## src/rtl/ser_to_par_rcv.sv

```systemverilog
// Serial-in / parallel-out receiver: collects W bits (MSB first) after a start strobe and
// presents them on PO with a valid/ack handshake. Optional macro: PARITY_CHK_EN (even parity bit).
module ser_to_par_rcv #(
  parameter int unsigned W  = 8,
  parameter int unsigned CW = 4
) (
  input  logic         clk,
  input  logic         rst,
  input  logic         start,
  input  logic         SI,
  input  logic         ack,
  output logic [W-1:0] PO,
  output logic         valid,
  output logic         busy,
  output logic         ovf,
  output logic         perr
);

  localparam int unsigned LAST = W - 1;

  typedef enum logic [1:0] {
    IDLE  = 2'd0,
    SHIFT = 2'd1,
    PAR   = 2'd2,
    HOLD  = 2'd3
  } state_t;

  state_t         state, state_n;
  logic [CW-1:0]  cnt, cnt_n;
  // Only W-1 history bits are needed; the W-th bit comes straight from SI.
  logic [W-2:0]   sreg, sreg_n;
  logic [W-1:0]   po_n;
  logic [W-1:0]   shifted;
  logic           valid_n, ovf_n, busy_n;
`ifdef PARITY_CHK_EN
  logic           perr_n;
`endif

  // State and output registers
  always_ff @(posedge clk or negedge rst) begin
    if (!rst) begin
      state <= IDLE;
      cnt   <= '0;
      sreg  <= '0;
      PO    <= '0;
      valid <= 1'b0;
      ovf   <= 1'b0;
      busy  <= 1'b0;
    end else begin
      state <= state_n;
      cnt   <= cnt_n;
      sreg  <= sreg_n;
      PO    <= po_n;
      valid <= valid_n;
      ovf   <= ovf_n;
      busy  <= busy_n;
    end
  end

`ifdef PARITY_CHK_EN
  always_ff @(posedge clk or negedge rst) begin
    if (!rst) perr <= 1'b0;
    else      perr <= perr_n;
  end
`else
  assign perr = 1'b0;
`endif

  // Next-state and next-output logic
  always_comb begin
    state_n = state;
    cnt_n   = cnt;
    sreg_n  = sreg;
    po_n    = PO;
    valid_n = valid;
    ovf_n   = ovf;
`ifdef PARITY_CHK_EN
    perr_n  = perr;
`endif
    shifted = {sreg, SI};

    case (state)
      IDLE: begin
        if (start) begin
          state_n = SHIFT;
          cnt_n   = '0;
        end
      end
      SHIFT: begin
        sreg_n = shifted[W-2:0];
        if (cnt == CW'(LAST)) begin
          cnt_n = '0;
          po_n  = shifted;
`ifdef PARITY_CHK_EN
          state_n = PAR;
`else
          valid_n = 1'b1;
          state_n = HOLD;
`endif
        end else begin
          cnt_n = cnt + CW'(1);
        end
      end
`ifdef PARITY_CHK_EN
      PAR: begin
        valid_n = 1'b1;
        perr_n  = ^{PO, SI};
        state_n = HOLD;
      end
`endif
      HOLD: begin
        if (ack) begin
          valid_n = 1'b0;
          if (start) begin
            state_n = SHIFT;
            cnt_n   = '0;
          end else begin
            state_n = IDLE;
          end
        end else if (start) begin
          // Frame lost: consumer still owns PO, so keep it and flag overrun.
          ovf_n = 1'b1;
        end
      end
      default: state_n = IDLE;
    endcase

    busy_n = (state_n != IDLE);
  end

endmodule

```

## config.mk

```make
export PLATFORM = sky130hd
export DESIGN_NAME = ser_to_par_rcv
export DESIGN_NICKNAME = d
export VERILOG_FILES = /design/src/rtl/ser_to_par_rcv.sv
export SDC_FILE = /design/constraint.sdc
export NUM_CORES = 1
export LEC_CHECK = 0
export CELL_PAD_IN_SITES_DETAIL_PLACEMENT = 1
export CELL_PAD_IN_SITES_GLOBAL_PLACEMENT = 1
export CORE_MARGIN = 1
export CORE_UTILIZATION = 31
export CTS_CLUSTER_DIAMETER = 80
export DETAILED_ROUTE_END_ITERATION = 8
export PLACE_DENSITY = 0.64
export SKIP_CTS_REPAIR_TIMING = 1
export SLEW_MARGIN = 10
export SYNTH_ARGS = -nofsm -noshare
export SYNTH_HDL_FRONTEND = slang
export SYNTH_SLANG_ARGS = --single-unit
```

## constraint.sdc

```tcl
create_clock -name clk -period 1.9 [get_ports clk]
set_input_delay 0.19 -clock clk [delete_from_list [all_inputs] [get_ports clk]]
set_output_delay 0.19 -clock clk [all_outputs]
set_load 0.01 [all_outputs]
```

==> flow_summary.ini <==
[yosys]
synth_edf_count = 0
yosys.area.top_type_share_pct = 57.1
synthesis.nets = 90
ys_async_sr_fraction_pct = 100
synth_top_cell_by_area = dfrtp_1
synth_area_leaders = dfrtp_1 (57%), mux2_4 (11%), nand2_1 (7.9%)
seq_area_frac_synth_pct = 57.1
synth_common_cells = dfrtp_1 (24), nand2_1 (22), mux2_4 (8)
yosysMostFrequentCell = dfrtp_1
yosysWarnings = 0
synthFlopType = dfrtp_1
synth_cells = 84
ys_seq_elements = 24
synth.avg_cell_area_um2 = 12.5
synth.distinct_cells = 27
syn-cell-area_mm2 = 0.00105

[routing]
num_vias = 689
drtIter0Drc = 13
viasPerCell = 4.72
drt-pass1-iter-count = 3
post_drt_wl_per_cell_um = 12.5
wirelength_mm = 1.83
drc = 0
drtAntennaViolNets = 0

[setup_path]
cp_max_fo = 9
crit_path_start_kind = register
ff2ff_path_depth = 4
rr_startpoint = cnt[0]
path_buf_inv = 0
cp_slowest_cell = dfrtp_1
cp.arrival_ns = 1.72
path_class = reg2reg
path_cells = ha_1 > nand3b_2 > nor2_8 > mux2_4
cp_top_family = simple AND/OR/NAND/NOR gates
r2r_end = PO[6]
rrSetupSlack_ns = 0.39
crit_required_ns = 2.10
cp_slowest_stage_delay_ns = 0.41
endpoint_kind = register

[clock_network]
cts_tree = built
cts.sink_count = 24
clkLatencyLatePin_ns = 0.31
numCtsBuffers = 3
clockRootBuffer = clkbuf_4
path_clk_slew_ns = 0.13
htreeDepth = 1
cts.path.max_buffers = 2

[layout]
drive_above_1_share_pct = 19.6
nFillCells = 334
fin_nets = 109
syn2layout_area_growth_pct = 23.1
diodes = 0
fin_area_mm2 = 0.00129

[grt]
grt_pass1_vias = 696
grt_max_degree = 25
grt_usage_pct = 12.2
antenna_found_initial = 0
grt_overflow = 0
grt_pass1_wl_mm = 3.22

[floorplan]
ios = 17
dieHeight_um = 60.2
start_util_pct = 33.6
fp.dieArea_mm2 = 0.00363
rows = 20
die_width_um = 60.2
core_mm2 = 0.00313

[timing]
final_hold_viol_count = 0
finalSetupViolCount = 0
finalCritPeriodShare_pct = 79.6
skew_ns = 0.00777
period_needed_ns = 1.51
max_freq_mhz = 661
tns_ns = 0
rsz0062_at_grt = false
maxSlewViolCount = 0

[power]
ir_drop_mv = 0.478
leakagePower_nw = 0.610
power_density_mw_per_mm2 = 1650

[place]
port_buffers = 15
hpwl_mm = 1.29
gp_congestion = 0.717
place_area_mm2 = 0.00124

[status]
status = completed

[min_path]
hp-class = in2async

[flow_run]
maxCapViolCount = 0
-- cell type report --
| type | instances | area, µm² | share of cell area, % |
|---|---|---|---|
| clock buffers | 3 | 22.5 | 1.74 |
| flip-flops and latches | 24 | 601 | 46.4 |
| well taps | 44 | 55.1 | 4.26 |
| clock inverters | 1 | 30.0 | 2.32 |
| repair buffers | 17 | 165 | 12.8 |
| inverters | 2 | 7.51 | 0.580 |
| multi-input cells | 55 | 413 | 31.9 |
-- per-stage QoR --
stage / setup slack [ns] / power, mW / hold WS [ns] / utilization (%) / cells
after detailed placement: 0.373 / 1.80 / 0.473 / 39.7 / 142
after CTS: 0.361 / 2.18 / 0.221 / 41.4 / 146
after global routing: 0.295 / 2.31 / 0.219 / 41.4 / 146
final: 0.388 / 2.13 / 0.224 / 41.4 / 146
after floorplan: 0.507 / 1.49 / -0.106 / - / 84
after global placement: 0.426 / 1.78 / 0.449 / 39.7 / 142
-- layout by cell type (no fill, tap or decap) --
cell type and instances:
nor2_1 2, nand2b_4 1, nor4_1 1, o31ai_1 1, o21ba_1 1, nand3b_2 1
o22ai_1 1, dfrtp_1 24, nor2b_4 1, mux2_4 8, nor2b_1 1, bufinv_16 1
nor2_8 1, a31oi_1 2, buf_4 2, a22o_1 2, conb_1 1, a21oi_2 1
a21o_1 1, nand3_1 2, inv_1 2, a211o_1 1, ha_1 1, o21ai_1 1
nand2_1 22, clkbuf_4 3, and3_1 1, a311oi_2 1, clkdlybuf4s50_1 15
-- sequential cells by signal (all words and copies together), names as in the netlist --
register  flops
valid         1
busy          1
sreg          7
state         2
ovf           1
PO            8
cnt           4
-- worst register-to-register path, cell delays in order, from the launching register on --
cell and delay, ns:
dfrtp_1 0.41, ha_1 0.25, nand3b_2 0.18, nor2_8 0.24
mux2_4 0.32
-- power breakdown --
| group | leakage (nW) | internal (mW) | switching, mW |
|---|---|---|---|
| Clock | 0.0279 | 0.213 | 0.148 |
| Sequential | 0.286 | 0.735 | 0.167 |
| Combinational | 0.296 | 0.505 | 0.364 |
| Total | 0.610 | 1.45 | 0.680 |
-- how the worst max path moves through the flow --
stage          endpoint  startpoint  depth (start not counted)
5_1_grt           PO[6]      cnt[0]                          4
4_1_cts           PO[6]      cnt[0]                          4
6_report          PO[6]      cnt[0]                          4
2_1_floorplan     PO[0]      cnt[0]                          4
3_3_place_gp      PO[1]      cnt[0]                          4
3_5_place_dp      PO[0]      cnt[0]                          4
-- layer usage --
layer / global-route usage, % / share of wire, % / vias to the layer above
li1: - / - / 321
met1: 16.7 / 48 / 353
met2: 18.5 / 48 / 11
met3: 3.25 / 2.6 / 4
met4: 3.99 / 1.6 / 0
met5: 0 / 0 / -
-- kinds of logic (layout without fill, tap and decap cells) --
family,after synthesis,in the layout,synth area share (%)
AOI/OAI and AO/OA,12,12,9.41
adders and majority gates,1,1,1.19
buffers and inverters,5,23,3.57
DFF,24,24,57.1
muxes,8,8,11.4
other,1,1,0.357
and+or+nand+nor,33,33,16.9
No activity file was read; power rests on OpenSTA's default activity.
